$ cat config.mk
export PLATFORM = sky130hd
export DESIGN_NAME = load_store_unit_flat
export DESIGN_NICKNAME = d
export VERILOG_FILES = /design/src/rtl/load_store_unit_if.sv /design/src/rtl/load_store_unit.sv /design/src/flat_wrapper.sv
export SDC_FILE = /design/constraint.sdc
export NUM_CORES = 1
export LEC_CHECK = 0
export BUFFER_PORTS_ARGS = -buffer_cell sky130_fd_sc_hd__buf_2
export CAP_MARGIN = 0
export CORE_ASPECT_RATIO = 2
export CORE_UTILIZATION = 45
export CTS_BUF_LIST = sky130_fd_sc_hd__clkbuf_4 sky130_fd_sc_hd__clkbuf_8
export DETAILED_ROUTE_END_ITERATION = 8
export PLACE_DENSITY = 0.7
export SLEW_MARGIN = 15
export SYNTH_ARGS = -nofsm -noshare
export SYNTH_HDL_FRONTEND = slang
export SYNTH_SLANG_ARGS = --single-unit
$ cat constraint.sdc
create_clock -name clk -period 6.3 [get_ports clk]
set_clock_uncertainty 0.15 [all_clocks]
set_input_delay 0.63 -clock clk [delete_from_list [all_inputs] [get_ports clk]]
set_output_delay 0.63 -clock clk [all_outputs]
set_load 0.005 [all_outputs]
$ cat src/rtl/load_store_unit_if.sv
// Backend request/response and data_memory handshake bundle for load_store_unit.
// master = the LSU itself; slave = the surrounding backend plus data_memory.
interface load_store_unit_if #(
   parameter int TAG_WIDTH = 5
) ();
   logic                 req_valid;
   logic                 req_ready;
   logic                 req_is_store;
   logic                 req_byte;
   logic [31:0]          req_addr;
   logic [31:0]          req_data;
   logic [TAG_WIDTH-1:0] req_tag;

   logic                 resp_valid;
   logic                 resp_ready;
   logic [TAG_WIDTH-1:0] resp_tag;
   logic [31:0]          resp_data;
   logic                 resp_is_store;
   logic                 resp_error;

   logic                 mem_write_enable;
   logic [31:0]          mem_write_address;
   logic [31:0]          mem_write_value;
   logic                 mem_store_byte;
   logic                 mem_read_enable;
   logic [31:0]          mem_read_address;
   logic                 mem_load_byte;
   logic [31:0]          mem_read_value;
   logic                 mem_write_valid;
   logic                 mem_read_valid;

   modport master (
      input  req_valid, req_is_store, req_byte, req_addr, req_data, req_tag,
      output req_ready,
      output resp_valid, resp_tag, resp_data, resp_is_store, resp_error,
      input  resp_ready,
      output mem_write_enable, mem_write_address, mem_write_value, mem_store_byte,
      output mem_read_enable, mem_read_address, mem_load_byte,
      input  mem_read_value, mem_write_valid, mem_read_valid
   );

   modport slave (
      output req_valid, req_is_store, req_byte, req_addr, req_data, req_tag,
      input  req_ready,
      input  resp_valid, resp_tag, resp_data, resp_is_store, resp_error,
      output resp_ready,
      input  mem_write_enable, mem_write_address, mem_write_value, mem_store_byte,
      input  mem_read_enable, mem_read_address, mem_load_byte,
      output mem_read_value, mem_write_valid, mem_read_valid
   );
endinterface

$ cat src/rtl/load_store_unit.sv
// In-order load/store issue stage: request FIFO feeding a one-op-at-a-time FSM on data_memory.
// Optional LSU_TIMEOUT_EN adds a watchdog that errors out an access whose valid never arrives.
module load_store_unit #(
   parameter int QUEUE_DEPTH    = 4,
   parameter int TAG_WIDTH      = 5,
   parameter int MEM_SIZE_BYTES = 32,
   parameter int TIMEOUT_CYCLES = 64
) (
   input  logic              clk,
   input  logic              reset,
   load_store_unit_if.master bus
);
   localparam int PW = $clog2(QUEUE_DEPTH);

   typedef struct packed {
      logic                 is_store;
      logic                 is_byte;
      logic [31:0]          addr;
      logic [31:0]          data;
      logic [TAG_WIDTH-1:0] tag;
   } req_t;

   typedef enum logic [2:0] {IDLE, WRITE_WAIT, READ_WAIT, GAP, RESP} state_t;

   req_t            fifo_q [QUEUE_DEPTH];
   logic [PW-1:0]   wr_ptr_q, rd_ptr_q;
   logic [PW:0]     count_q;
   logic            push, pop, head_err, tmo_hit;
   req_t            head, req_in;

   state_t               state_q, state_d;
   logic                 we_q, we_d, re_q, re_d, mbyte_q, mbyte_d;
   logic [31:0]          maddr_q, maddr_d, mval_q, mval_d;
   logic [TAG_WIDTH-1:0] rtag_q, rtag_d;
   logic [31:0]          rdata_q, rdata_d;
   logic                 rstore_q, rstore_d, rerr_q, rerr_d;

   assign req_in        = '{bus.req_is_store, bus.req_byte, bus.req_addr, bus.req_data, bus.req_tag};
   assign bus.req_ready = (count_q != (PW+1)'(QUEUE_DEPTH));
   assign push          = bus.req_valid && bus.req_ready;
   assign pop           = (state_q == IDLE) && (count_q != '0);
   assign head          = fifo_q[rd_ptr_q];
   assign head_err      = (!head.is_byte && head.addr[1:0] != 2'b00) ||
                          (head.addr >= 32'(MEM_SIZE_BYTES));

   always_ff @(posedge clk) begin
      if (push) fifo_q[wr_ptr_q] <= req_in;
   end

   always_ff @(posedge clk or posedge reset) begin
      if (reset) begin
         wr_ptr_q <= '0;
         rd_ptr_q <= '0;
         count_q  <= '0;
      end else begin
         if (push) wr_ptr_q <= wr_ptr_q + PW'(1);
         if (pop)  rd_ptr_q <= rd_ptr_q + PW'(1);
         case ({push, pop})
            2'b10:   count_q <= count_q + (PW+1)'(1);
            2'b01:   count_q <= count_q - (PW+1)'(1);
            default: count_q <= count_q;
         endcase
      end
   end

   always_comb begin
      state_d  = state_q;
      we_d     = we_q;
      re_d     = re_q;
      mbyte_d  = mbyte_q;
      maddr_d  = maddr_q;
      mval_d   = mval_q;
      rtag_d   = rtag_q;
      rdata_d  = rdata_q;
      rstore_d = rstore_q;
      rerr_d   = rerr_q;
      case (state_q)
         IDLE: begin
            if (count_q != '0) begin
               rtag_d   = head.tag;
               rstore_d = head.is_store;
               rdata_d  = '0;
               rerr_d   = head_err;
               maddr_d  = head.addr;
               mval_d   = head.data;
               mbyte_d  = head.is_byte;
               if (head_err) begin
                  state_d = RESP;
               end else if (head.is_store) begin
                  we_d    = 1'b1;
                  state_d = WRITE_WAIT;
               end else begin
                  re_d    = 1'b1;
                  state_d = READ_WAIT;
               end
            end
         end
         WRITE_WAIT: begin
            if (bus.mem_write_valid) begin
               we_d    = 1'b0;
               state_d = GAP;
            end else if (tmo_hit) begin
               we_d    = 1'b0;
               rerr_d  = 1'b1;
               state_d = GAP;
            end
         end
         READ_WAIT: begin
            if (bus.mem_read_valid) begin
               rdata_d = bus.mem_read_value;
               re_d    = 1'b0;
               state_d = GAP;
            end else if (tmo_hit) begin
               rdata_d = '0;
               rerr_d  = 1'b1;
               re_d    = 1'b0;
               state_d = GAP;
            end
         end
         // Idle cycle so data_memory sees the enable low and restarts its latency count.
         GAP:     state_d = RESP;
         RESP:    if (bus.resp_ready) state_d = IDLE;
         default: state_d = IDLE;
      endcase
   end

`ifdef LSU_TIMEOUT_EN
   localparam int TW = (TIMEOUT_CYCLES > 1) ? $clog2(TIMEOUT_CYCLES) : 1;
   logic [TW-1:0] tmo_q, tmo_d;

   always_comb begin
      tmo_d = '0;
      if (state_d == state_q && (state_q == WRITE_WAIT || state_q == READ_WAIT))
         tmo_d = tmo_q + TW'(1);
   end

   always_ff @(posedge clk or posedge reset) begin
      if (reset) tmo_q <= '0;
      else       tmo_q <= tmo_d;
   end

   assign tmo_hit = (tmo_q == TW'(TIMEOUT_CYCLES - 1));
`else
   assign tmo_hit = 1'b0;
`endif

   always_ff @(posedge clk or posedge reset) begin
      if (reset) begin
         state_q  <= IDLE;
         we_q     <= 1'b0;
         re_q     <= 1'b0;
         mbyte_q  <= 1'b0;
         maddr_q  <= '0;
         mval_q   <= '0;
         rtag_q   <= '0;
         rdata_q  <= '0;
         rstore_q <= 1'b0;
         rerr_q   <= 1'b0;
      end else begin
         state_q  <= state_d;
         we_q     <= we_d;
         re_q     <= re_d;
         mbyte_q  <= mbyte_d;
         maddr_q  <= maddr_d;
         mval_q   <= mval_d;
         rtag_q   <= rtag_d;
         rdata_q  <= rdata_d;
         rstore_q <= rstore_d;
         rerr_q   <= rerr_d;
      end
   end

   assign bus.mem_write_enable  = we_q;
   assign bus.mem_write_address = maddr_q;
   assign bus.mem_write_value   = mval_q;
   assign bus.mem_store_byte    = mbyte_q;
   assign bus.mem_read_enable   = re_q;
   assign bus.mem_read_address  = maddr_q;
   assign bus.mem_load_byte     = mbyte_q;

   assign bus.resp_valid    = (state_q == RESP);
   assign bus.resp_tag      = rtag_q;
   assign bus.resp_data     = rdata_q;
   assign bus.resp_is_store = rstore_q;
   assign bus.resp_error    = rerr_q;
endmodule

$ cat src/flat_wrapper.sv
// flat-port wrapper written by rule: the top's interface ports become plain ports
module load_store_unit_flat 
#(
   parameter int QUEUE_DEPTH    = 4,
   parameter int TAG_WIDTH      = 5,
   parameter int MEM_SIZE_BYTES = 32,
   parameter int TIMEOUT_CYCLES = 64
)
  (clk, reset, bus_req_valid, bus_req_is_store, bus_req_byte, bus_req_addr, bus_req_data, bus_req_tag, bus_req_ready, bus_resp_valid, bus_resp_tag, bus_resp_data, bus_resp_is_store, bus_resp_error, bus_resp_ready, bus_mem_write_enable, bus_mem_write_address, bus_mem_write_value, bus_mem_store_byte, bus_mem_read_enable, bus_mem_read_address, bus_mem_load_byte, bus_mem_read_value, bus_mem_write_valid, bus_mem_read_valid);
  load_store_unit_if #(.TAG_WIDTH(TAG_WIDTH)) bus_i ();
  input  logic clk;
  input  logic reset;
  input wire logic [$bits(bus_i.req_valid)-1:0] bus_req_valid;
  input wire logic [$bits(bus_i.req_is_store)-1:0] bus_req_is_store;
  input wire logic [$bits(bus_i.req_byte)-1:0] bus_req_byte;
  input wire logic [$bits(bus_i.req_addr)-1:0] bus_req_addr;
  input wire logic [$bits(bus_i.req_data)-1:0] bus_req_data;
  input wire logic [$bits(bus_i.req_tag)-1:0] bus_req_tag;
  output wire logic [$bits(bus_i.req_ready)-1:0] bus_req_ready;
  output wire logic [$bits(bus_i.resp_valid)-1:0] bus_resp_valid;
  output wire logic [$bits(bus_i.resp_tag)-1:0] bus_resp_tag;
  output wire logic [$bits(bus_i.resp_data)-1:0] bus_resp_data;
  output wire logic [$bits(bus_i.resp_is_store)-1:0] bus_resp_is_store;
  output wire logic [$bits(bus_i.resp_error)-1:0] bus_resp_error;
  input wire logic [$bits(bus_i.resp_ready)-1:0] bus_resp_ready;
  output wire logic [$bits(bus_i.mem_write_enable)-1:0] bus_mem_write_enable;
  output wire logic [$bits(bus_i.mem_write_address)-1:0] bus_mem_write_address;
  output wire logic [$bits(bus_i.mem_write_value)-1:0] bus_mem_write_value;
  output wire logic [$bits(bus_i.mem_store_byte)-1:0] bus_mem_store_byte;
  output wire logic [$bits(bus_i.mem_read_enable)-1:0] bus_mem_read_enable;
  output wire logic [$bits(bus_i.mem_read_address)-1:0] bus_mem_read_address;
  output wire logic [$bits(bus_i.mem_load_byte)-1:0] bus_mem_load_byte;
  input wire logic [$bits(bus_i.mem_read_value)-1:0] bus_mem_read_value;
  input wire logic [$bits(bus_i.mem_write_valid)-1:0] bus_mem_write_valid;
  input wire logic [$bits(bus_i.mem_read_valid)-1:0] bus_mem_read_valid;
  assign bus_i.req_valid = bus_req_valid;
  assign bus_i.req_is_store = bus_req_is_store;
  assign bus_i.req_byte = bus_req_byte;
  assign bus_i.req_addr = bus_req_addr;
  assign bus_i.req_data = bus_req_data;
  assign bus_i.req_tag = bus_req_tag;
  assign bus_req_ready = bus_i.req_ready;
  assign bus_resp_valid = bus_i.resp_valid;
  assign bus_resp_tag = bus_i.resp_tag;
  assign bus_resp_data = bus_i.resp_data;
  assign bus_resp_is_store = bus_i.resp_is_store;
  assign bus_resp_error = bus_i.resp_error;
  assign bus_i.resp_ready = bus_resp_ready;
  assign bus_mem_write_enable = bus_i.mem_write_enable;
  assign bus_mem_write_address = bus_i.mem_write_address;
  assign bus_mem_write_value = bus_i.mem_write_value;
  assign bus_mem_store_byte = bus_i.mem_store_byte;
  assign bus_mem_read_enable = bus_i.mem_read_enable;
  assign bus_mem_read_address = bus_i.mem_read_address;
  assign bus_mem_load_byte = bus_i.mem_load_byte;
  assign bus_i.mem_read_value = bus_mem_read_value;
  assign bus_i.mem_write_valid = bus_mem_write_valid;
  assign bus_i.mem_read_valid = bus_mem_read_valid;
  load_store_unit #(.QUEUE_DEPTH(QUEUE_DEPTH), .TAG_WIDTH(TAG_WIDTH), .MEM_SIZE_BYTES(MEM_SIZE_BYTES), .TIMEOUT_CYCLES(TIMEOUT_CYCLES)) u_core (.clk(clk), .reset(reset), .bus(bus_i));
endmodule
==> qor.txt, run 1 <==
run status: complete, no violations
total of flip-flops plus latches after synthesis: 400
largest net degree at the start of global routing: 75
IO Port Bufs: 249
global route total overflow: 0
Power Density: 462.7 mW/mm²
number of buffers inserted by post-CTS setup repair: 0
nets in the synthesized netlist: 1043
type of the setup path with the least slack: reg -> reg
fin area: 0.01785 mm²
min Tclk post-route: 3.282 ns
RSZ-0062 raised after global routing: false
number of standard cells after synthesis: 928
level count of the clock H-tree: 2
number of distinct library cells after synthesis: 39
Clock Root Buffer: clkbuf_8
largest voltage drop on the vdd net: 0.3165 mV
CP Data Arrival Time: 3.58 ns
Nets: 1275
P&R area growth vs syn: 16.84%
Total Die Area: 0.03474 mm²
final setup violation count: 0
crit path capture type: flip-flop
clock transition at the register clock pins on the worst setup and hold paths after CTS: 0.07 ns
number of global-route vias before repair: 8916
data required time of the critical path: 6.60 ns
remaining antenna violation count: 0
synthesized area per cell: 16.47 µm²
post-DR wirelength/cell: 19.38 µm
number of top-level pins: 250
non-filler cells in the finished layout: 1640
post-place setup slack: 2.969 ns
leak pwr: 0.007412 µW
Initial Utilization: 0.4558
initial antenna violation count: 10
Post-synth EDFFs: 284
Core Box Area: 0.03352 mm²
deepest clock path buffer count: 3
FFs w/ async S/R, synth: 0.2900
clock insertion delay at the later pin of the skew report: 0.58 ns
DRT Pass-1 Iters: 4
Die W: 132.3 µm
Hold Crit Class: in -> async
top fanout value on the critical path: 72
CTS sink count: 400
number of instances resized during post-cts repair: 0
via count: 8376
Total GRT Usage: 0.1867
Post-CTS Hold Fix Bufs: 0
sequence of cells on the critical path: mux4_1 > nor4_1 > nand4_1 > or3_1 > a221o_1
CTS tree: built
final worst-path cycle share: 0.5210
residual DRC count: 0
DRT iter0 DRCs: 353
Slowest Stage Delay on Critical Path: 1.13 ns
first-pass GRT wire length: 49.11 mm
critical path launch point type: flip-flop
Ys Warns: 0
Num CTS Buffers: 51
highest-count cells in the layout ignoring fill and taps: edfxtp_1 (284), nand2_1 (280), buf_2 (249)
DRT Wirelength: 31.78 mm
crit path setup slack, layout: 3.018 ns
Top FF cell, synth: edfxtp_1
CP max stage cell: dfrtp_4
dpl hpwl: 19.40 mm
max-slew violation count: 0
ratio of routed vias to standard cells: 5.107
die extent in y: 262.6 µm
GPL Wtd Cong: 0.7772
dpl cell area: 0.01666 mm²
layout cell share with drive strength beyond 1: 0.3381
commonest non-fill, non-tap cell in the layout: edfxtp_1
Placement Rows: 95
Post-Synthesis Cell Area: 0.01528 mm²
Setup TNS Final: 0 ns
part of the Yosys area used for sequential elements: 0.7481
final hold vios: 0
count of maximum capacitance violations: 0
max-slew headroom at the worst pin: 0.2553
DP Cell Count: 1543
slew at the pin closest to its max-slew limit: 1.117 ns
top achievable clock speed: 304.7 MHz
[sequential cells by signal (all words and copies together) (netlist names)]
name / cells
u_core.fifo_q: 284
u_core.bus.mem_read_address: 32
u_core.bus.mem_write_value: 32
u_core.bus.resp_data: 32
u_core.bus.resp_tag: 5
u_core.count_q: 3
u_core.state_q: 3
u_core.rd_ptr_q: 2
u_core.wr_ptr_q: 2
u_core.bus.mem_load_byte: 1
u_core.bus.mem_read_enable: 1
u_core.bus.mem_write_enable: 1
u_core.bus.resp_error: 1
u_core.bus.resp_is_store: 1
[metrics by stage]
step,total power [µW],hold WS (ns),utilization
5_1_grt,8758,0.04772,0.5325
3_3_place_gp,6208,0.2933,0.4971
6_report,8259,0.01498,0.5326
2_1_floorplan,5528,0.3096,-
4_1_cts,8394,0.009973,0.5321
3_5_place_dp,6272,0.3005,0.4971
[critical path, delay by kind of cell (launching register included)]
family,cells,cell delay (ns)
AOI/OAI and AO/OA,1,0.38
DFF,1,1.13
muxes,1,0.45
and+or+nand+nor,3,1.01
[layer usage]
| metal | track usage | vias up | part of all wire |
|---|---|---|---|
| met5 | 0 | - | 0.0029 |
| met4 | 0.06089 | 16 | 0.021 |
| met3 | 0.04109 | 56 | 0.054 |
| met2 | 0.3546 | 256 | 0.55 |
| met1 | 0.2025 | 4215 | 0.37 |
| li1 | - | 3833 | - |
[path summary, 6_finish.rpt]
check,startpoint,to,slack (ns),cells after the start
hold / removal,reset,u_core.bus.mem_read_address[24]$_DFFE_PP0P_,0.01,2
setup reg to reg,u_core.rd_ptr_q[1]$_DFFE_PP0P_,u_core.state_q[2]$_DFFE_PP0P_,3.02,5
hold reg to reg,u_core.bus.resp_data[12]$_DFFE_PP0P_,u_core.bus.resp_data[12]$_DFFE_PP0P_,0.31,2
min in group clk,bus_req_data[31],u_core.fifo_q[1][36]$_DFFE_PP_,0.11,1
max in group asynchronous,reset,u_core.bus.mem_write_value[29]$_DFFE_PP0P_,4.84,3
setup / recovery,u_core.rd_ptr_q[1]$_DFFE_PP0P_,u_core.state_q[2]$_DFFE_PP0P_,3.02,5
[Yosys cell counts (2+ instances only)]
cell type / count / share of area
inv_1: 10 / 0.0025
buf_1: 5 / 0.0012
clkbuf_1: 30 / 0.0074
mux4_1: 22 / 0.038
edfxtp_1: 284 / 0.56
nor4_1: 6 / 0.0025
xnor2_1: 4 / 0.0023
buf_4: 33 / 0.016
nor2_1: 3 / 0.00074
nand2b_1: 2 / 0.00082
dfrtp_1: 116 / 0.19
nor3_1: 3 / 0.00098
and2_1: 3 / 0.0012
clkbuf_8: 4 / 0.0036
xor2_1: 2 / 0.0011
buf_6: 2 / 0.0015
o21ai_0: 3 / 0.00098
nor2b_1: 4 / 0.0016
nand3_1: 34 / 0.011
nand2_1: 280 / 0.069
and3_1: 5 / 0.0020
mux4_2: 49 / 0.072
ha_1: 5 / 0.0041
a21oi_1: 4 / 0.0013
[layout make-up]
class | instances | area [µm²]
Fill cell | 2754 | 15670
Sequential cell | 400 | 11440
Multi-Input combinational cell | 441 | 3346
Timing Repair Buffer | 256 | 1299
Clock buffer | 71 | 908.4
Tap cell | 436 | 545.5
Clock inverter | 23 | 265.3
Inverter | 10 | 42.54
Antenna cell | 3 | 7.507
[logic make-up after synthesis]
logic type,share of synthesized area
buffers and inverters,0.03497
adders and majority gates,0.005405
DFF,0.7481
muxes,0.1114
and+or+nand+nor,0.09212
AOI/OAI and AO/OA,0.004504
xor gates and xnor gates,0.003439
[power breakdown]
part / internal [µW] / total (µW) / switching, µW
clock network: 1180 / 2090 / 911
registers: 3510 / 3930 / 424
logic: 982 / 2230 / 1250
total: 5680 / 8260 / 2580
(Power assumes the default switching activity.)
==> run 2, diff against run 1 <==
--- a/config.mk
+++ b/config.mk
@@ -11,7 +11,7 @@
 export CORE_UTILIZATION = 45
 export CTS_BUF_LIST = sky130_fd_sc_hd__clkbuf_4 sky130_fd_sc_hd__clkbuf_8
 export DETAILED_ROUTE_END_ITERATION = 8
-export PLACE_DENSITY = 0.7
+export PLACE_DENSITY = 0.72
 export SLEW_MARGIN = 15
 export SYNTH_ARGS = -nofsm -noshare
 export SYNTH_HDL_FRONTEND = slang
==> constraint.sdc (replaced) <==
create_clock -name clk -period 3 [get_ports clk]
set_clock_uncertainty 0.15 [all_clocks]
set_input_delay 0.3 -clock clk [delete_from_list [all_inputs] [get_ports clk]]
set_output_delay 0.3 -clock clk [all_outputs]
set_load 0.005 [all_outputs]
==> run 2 against run 1 <==
Hold slack improved by 0.098 ns. Utilization is 3.9 points higher. Final cell count grew 8.2%. Sequential share of layout area fell by 4.3 points. Combinational power rose by 140%. Die area unchanged. First-iteration DRC count grew 12%. Clock-buffer cell count up 5. Critical path type unchanged. Critical endpoint is now u_core.bus.mem_read_enable$_DFFE_PP0P_.
==> qor.txt, run 2 (synthesis results as in run 1) <==
Setup TNS Final: 0 ns (unchanged)
clock transition at the register clock pins on the worst setup and hold paths after CTS: 0.06 ns (about the same)
highest-count cells in the layout ignoring fill and taps: edfxtp_1 (284), nand2_1 (280), buf_2 (249)
remaining antenna violation count: 0 (unchanged)
Hold Crit Class: in -> async
data required time of the critical path: 3.36 ns (-3.24 ns)
max FFs per register: 284 (unchanged)
initial antenna violation count: 3 (-7)
largest voltage drop on the vdd net: 0.5486 mV (+73%)
Power Density: 916.5 mW/mm² (+98%)
type of the setup path with the least slack: reg -> reg
startpoint of the worst register-to-register path: u_core.rd_ptr_q[0]$_DFFE_PP0P_
Placement Rows: 95 (unchanged)
CP Data Arrival Time: 3.16 ns (-0.42 ns)
final core utilization: 0.5711 (+0.03852)
min Tclk post-route: 2.805 ns (-0.4773 ns)
count of maximum capacitance violations: 0 (unchanged)
global route total overflow: 0 (unchanged)
Clock Root Buffer: clkbuf_8
clock insertion delay at the later pin of the skew report: 0.61 ns (+0.03 ns)
residual DRC count: 0 (unchanged)
GPL Wtd Cong: 0.7761 (-0.14%)
Total GRT Usage: 0.1983 (+0.01159)
DRT iter0 DRCs: 397 (+12%)
RSZ-0062 raised after global routing: false
final setup violation count: 0 (unchanged)
ratio of routed vias to standard cells: 5.061 (-0.90%)
final worst-path cycle share: 0.9349 (+0.4140)
max-slew violation count: 0 (unchanged)
dpl cell area: 0.01691 mm² (+1.5%)
via count: 8984 (+7.3%)
CTS sink count: 400 (unchanged)
P&R area growth vs syn: 25.29%
layout cell share with drive strength beyond 1: 0.3189 (-0.01919)
number of filler cells placed in the layout: 2616 (-5.0%)
critical path launch point type: flip-flop
Nets: 1406 (+10%)
die extent in y: 262.6 µm (unchanged)
largest net degree at the start of global routing: 75 (unchanged)
first-pass GRT wire length: 52.23 mm (+6.4%)
area of all sequential standard cells: 0.01144 mm² (unchanged)
dpl hpwl: 20.96 mm (+8.0%)
top achievable clock speed: 356.5 MHz (+17%)
Total Die Area: 0.03474 mm² (unchanged)
level count of the clock H-tree: 2 (unchanged)
Die W: 132.3 µm (unchanged)
crit path capture type: flip-flop
worst hold slack after final layout: 0.1128 ns (+0.09778 ns)
commonest non-fill, non-tap cell in the layout: edfxtp_1
IO Port Bufs: 249 (unchanged)
fin area: 0.01914 mm² (+7.2%)
DRT Wirelength: 33.58 mm (+5.7%)
post-DR wirelength/cell: 18.92 µm (-2.4%)
deepest clock path buffer count: 3 (unchanged)
Reg with most FFs: u_core.fifo_q
max-slew headroom at the worst pin: 0.4069 (+0.1516)
Initial Utilization: 0.4558 (unchanged)
Core Box Area: 0.03352 mm² (unchanged)
number of top-level pins: 250 (unchanged)
number of global-route vias before repair: 9531 (+6.9%)
run status: complete, no violations
number of buffers inserted by post-CTS setup repair: 0 (unchanged)
worst setup path startpoint: u_core.rd_ptr_q[0]$_DFFE_PP0P_
DRT Pass-1 Iters: 5 (+1)
top fanout value on the critical path: 17 (-76%)
final hold vios: 0 (unchanged)
CTS tree: built
leak pwr: 0.007963 µW (+7.4%)
Num CTS Buffers: 54 (+5.9%)
post-place setup slack: 0.08467 ns (-2.884 ns)
combined area of the multi-input logic cells: 0.003348 mm² (about the same)
crit path setup slack, layout: 0.1952 ns (-2.823 ns)
slew at the pin closest to its max-slew limit: 0.8897 ns (-0.2274 ns)
==> run 2: cell count changes in the layout (fill, tap and decap cells not counted), moves of 2 or more <==
cell	previous run	this run
nor4_1	6	4
bufinv_16	6	1
clkinv_2	8	5
buf_12	0	8
clkinv_1	6	14
nor4_2	0	2
dlygate4sd3_1	0	108
clkbuf_8	60	66
buf_4	7	19
inv_6	1	3
==> run 2: final timing paths <==
path                                                                    to  slack (ns)  depth (start not counted)
worst max register to register      u_core.bus.mem_read_enable$_DFFE_PP0P_        0.20                          7
worst min register to register         u_core.bus.resp_data[6]$_DFFE_PP0P_        0.31                          2
max in group asynchronous             u_core.bus.mem_load_byte$_DFFE_PP0P_        1.86                          4
worst max-delay path                u_core.bus.mem_read_enable$_DFFE_PP0P_        0.20                          7
min in group clk                            u_core.fifo_q[3][31]$_DFFE_PP_        0.29                          2
worst min-delay path            u_core.bus.mem_read_address[7]$_DFFE_PP0P_        0.11                          3
==> run 2: layout make-up <==
cell class	instances	share of cell area
clock buffers	76	0.05137
clock inverters	25	0.007778
diodes	3	0.0003922
flip-flops and latches	400	0.5975
inverters	10	0.002157
repair buffers	384	0.1374
well taps	436	0.02850
multi-input cells	441	0.1749
==> run 2: metal layers <==
layer	GRT usage	vias up	part of all wire	wire, µm
li1	-	4099	-	-
met1	0.2142	4505	0.36	12150
met2	0.3787	297	0.55	18630
met3	0.03086	83	0.048	1600
met4	0.08295	0	0.036	1198
met5	0	-	0	0
==> run 2: repair_timing <==
item / in CTS / in global routing
resized for setup: 0 / 3
hold buffers: 108 / 0
endpoints found under the setup margin: 0 / 3
endpoints found under the hold margin: 437 / 0
==> run 2: worst max-delay path: stages (launching register included) <==
cell and delay [ns]:
dfrtp_4 0.44, buf_12 0.18, mux4_1 0.61, nor4_2 0.37, nand2_1 0.12, or3_1 0.42, buf_4 0.18, a221oi_1 0.23
==> run 2: where the power goes <==
group          switching, µW  total, µW  internal (µW)
Combinational           3030       5380           2350
Clock                   2000       4220           2210
Sequential               594       7950           7350
==> run 2: stage by stage <==
step | std cells | power [µW]
final | 1775 | 17540
after global routing | 1775 | 18530
after CTS | 1772 | 17780
after detailed placement | 1563 | 13400
after global placement | 1563 | 13250
after floorplan | 928 | 11610
==> run 3, diff against run 2 <==
--- a/config.mk
+++ b/config.mk
@@ -8,10 +8,10 @@
 export BUFFER_PORTS_ARGS = -buffer_cell sky130_fd_sc_hd__buf_2
 export CAP_MARGIN = 0
 export CORE_ASPECT_RATIO = 2
-export CORE_UTILIZATION = 45
+export CORE_UTILIZATION = 43
 export CTS_BUF_LIST = sky130_fd_sc_hd__clkbuf_4 sky130_fd_sc_hd__clkbuf_8
 export DETAILED_ROUTE_END_ITERATION = 8
-export PLACE_DENSITY = 0.72
+export PLACE_DENSITY = 0.7
 export SLEW_MARGIN = 15
 export SYNTH_ARGS = -nofsm -noshare
 export SYNTH_HDL_FRONTEND = slang
==> run 3 against run 2 <==
First-iteration DRC count up 24%. Total power up 3.0%. Sequential share of layout area down 0.60 points. Wire length up 2.3%. Utilization down 1.8 points. Critical path type unchanged. Largest cell class unchanged.
==> qor.txt, run 3 (synthesis results as in run 1) <==
Sw Ratio: 0.3165 (-0.004096)
first-pass GRT wire length: 52.07 mm (-0.29%)
Core Box Area: 0.03495 mm² (+4.3%)
Total Die Area: 0.03634 mm² (+4.6%)
Nets: 1417 (+0.78%)
depth of the critical timing path with buffers and inverters included: 7 (unchanged)
crit path setup slack, layout: 0.09807 ns (-0.09710 ns)
clock transition at the register clock pins on the worst setup and hold paths after CTS: 0.07 ns (about the same)
min Tclk post-route: 2.902 ns (+0.09710 ns)
leak pwr: 0.008077 µW (+1.4%)
CP max stage cell: mux4_1
DRT Pass-1 Iters: 6 (+1)
max-slew violation count: 0 (unchanged)
P&R area growth vs syn: 26.56%
CP Data Arrival Time: 3.24 ns (+0.08 ns)
layout cell share with drive strength beyond 1: 0.3289 (+0.01002)
run status: complete, no violations
commonest non-fill, non-tap cell in the layout: edfxtp_1
final setup violation count: 0 (unchanged)
max-slew headroom at the worst pin: 0.3805 (-0.02638)
final core utilization: 0.5532 (-0.01788)
critical path launch point type: flip-flop
Reg with most FFs: u_core.fifo_q
Die W: 135.3 µm (+2.3%)
IO Port Bufs: 249 (unchanged)
remaining antenna violation count: 0 (unchanged)
Clk pwr share: 0.251 (+0.011)
Placement Rows: 97 (+2.1%)
via count: 8963 (-0.23%)
residual DRC count: 0 (unchanged)
CTS tree: built
Power Density: 934.7 mW/mm² (+2.0%)
top achievable clock speed: 344.6 MHz (-3.3%)
largest voltage drop on the vdd net: 0.7027 mV (+28%)
CTS sink count: 400 (unchanged)
highest-count cells in the layout ignoring fill and taps: edfxtp_1 (284), nand2_1 (280), buf_2 (249)
post-DR wirelength/cell: 19.13 µm (+1.1%)
net switching component of the power: 5721 µW (+1.7%)
worst setup path startpoint: u_core.rd_ptr_q[0]$_DFFE_PP0P_
r2r endpoint: u_core.state_q[1]$_DFFE_PP0P_
register share of total power: 0.441 (-0.012)
sequence of cells on the critical path: buf_12 > mux4_1 > nor4_1 > nand2_1 > or3_1 > buf_4 > o32ai_1
clock insertion delay at the later pin of the skew report: 0.60 ns (about the same)
number of top-level pins: 250 (unchanged)
final hold vios: 0 (unchanged)
final worst-path cycle share: 0.9673 (+0.03237)
number of filler cells placed in the layout: 2759 (+5.5%)
die extent in y: 268.6 µm (+2.3%)
global route total overflow: 0 (unchanged)
number of buffer and inverter stages on the critical path: 2 (unchanged)
number of global-route vias before repair: 9460 (-0.74%)
data required time of the critical path: 3.34 ns (-0.02 ns)
deepest clock path buffer count: 3 (unchanged)
Initial Utilization: 0.4371 (-0.01870)
proportion of power drawn by combinational gates: 0.308 (about the same)
DRT iter0 DRCs: 494 (+24%)
slew at the pin closest to its max-slew limit: 0.9293 ns (+0.03957 ns)
startpoint of the worst register-to-register path: u_core.rd_ptr_q[0]$_DFFE_PP0P_
max FFs per register: 284 (unchanged)
Total GRT Usage: 0.1930 (-0.005344)
DRT Wirelength: 34.35 mm (+2.3%)
delay-heaviest family, CP: simple AND/OR/NAND/NOR gates
slack of the worst reg-to-reg path: 0.1 ns (-0.10 ns)
reg2reg path depth: 7 (unchanged)
GPL Wtd Cong: 0.7570 (-2.5%)
level count of the clock H-tree: 2 (unchanged)
largest net degree at the start of global routing: 117 (+56%)
Slowest Stage Delay on Critical Path: 0.57 ns (-0.04 ns)
top fanout value on the critical path: 10 (-7)
post-place setup slack: -0.09679 ns (-0.1815 ns)
type of the setup path with the least slack: reg -> reg
count of maximum capacitance violations: 0 (unchanged)
Hold Crit Class: in -> async
initial antenna violation count: 5 (+2)
ratio of routed vias to standard cells: 4.991 (-1.4%)
internal power consumption: 12350 µW (+3.6%)
Pwr Total: 18070 µW (+3.0%)
Clock Root Buffer: clkbuf_8
Num CTS Buffers: 54 (unchanged)
crit path capture type: flip-flop
CP endpoint: u_core.state_q[1]$_DFFE_PP0P_
dpl hpwl: 21.50 mm (+2.6%)
run 3: cell types whose count changed in the layout (fill, tap and decap cells not counted), sizes merged:
cell,delta
clkbuf,-2
buf,+11
diode,+1
inv,-3
bufinv,+5
run 3: power groups by stage:
stage | sequential, µW | combinational, µW | clock, µW
2_1_floorplan | 7950 | 3660 | 0
3_3_place_gp | 8080 | 5260 | 0
3_5_place_dp | 8150 | 5350 | 0
4_1_cts | 8000 | 5590 | 4660
5_1_grt | 8090 | 6130 | 4860
6_report | 7970 | 5560 | 4540
run 3: worst min path at each step:
stage | from | endpoint | slack, ns | depth (start not counted)
final | reset | u_core.bus.mem_write_value[8]$_DFFE_PP0P_ | 0.26 | 4
after global routing | bus_req_data[19] | u_core.fifo_q[0][24]$_DFFE_PP_ | 0.28 | 2
after CTS | bus_req_data[24] | u_core.fifo_q[0][29]$_DFFE_PP_ | 0.25 | 2
after detailed placement | u_core.bus.resp_data[20]$_DFFE_PP0P_ | u_core.bus.resp_data[20]$_DFFE_PP0P_ | 0.30 | 2
after global placement | u_core.bus.resp_data[16]$_DFFE_PP0P_ | u_core.bus.resp_data[16]$_DFFE_PP0P_ | 0.29 | 2
after floorplan | bus_req_tag[0] | u_core.fifo_q[0][0]$_DFFE_PP_ | 0.25 | 0
run 3: cell type report:
cell class | instances | area (µm²) | area share
timing repair buffer | 395 | 2729 | 0.1411
antenna | 4 | 10.01 | 0.0005176
sequential | 400 | 11440 | 0.5915
multi-input combinational | 441 | 3351 | 0.1733
inverter | 10 | 41.29 | 0.002135
tap | 445 | 556.8 | 0.02879
clock inverter | 27 | 286.5 | 0.01482
clock buffer | 74 | 924.6 | 0.04782
run 3: per-stage QoR:
stage | area (µm²) | TNS (ns) | cells | hold WS [ns]
final | 19340 | 0 | 1796 | 0.2610
after global routing | 19340 | -0.04523 | 1796 | 0.2773
after CTS | 19300 | 0 | 1791 | 0.2450
after detailed placement | 16960 | -0.1455 | 1577 | 0.3004
after global placement | 16960 | -0.1142 | 1577 | 0.2941
after floorplan | 15280 | 0 | 928 | 0.2489
run 3: repair_timing:
item,4_1_cts,5_1_grt
hold buffers,108,0
hold endpoints to repair,438,0
endpoints found under the setup margin,2,2
resized for setup,0,2
setup buffers,5,1
run 3: layer usage:
layer / track usage / vias up / share of wire
met1: 0.2121 / 4457 / 0.37
met5: 0 / - / 0.00029
met3: 0.03328 / 83 / 0.053
met4: 0.09141 / 2 / 0.037
met2: 0.3559 / 306 / 0.54
li1: - / 4115 / -
run 3: worst min-delay path, cell delays in order:
cell and delay (ns):
dlygate4sd3_1 0.54, buf_2 0.13, clkinvlp_4 0.07, buf_12 0.44
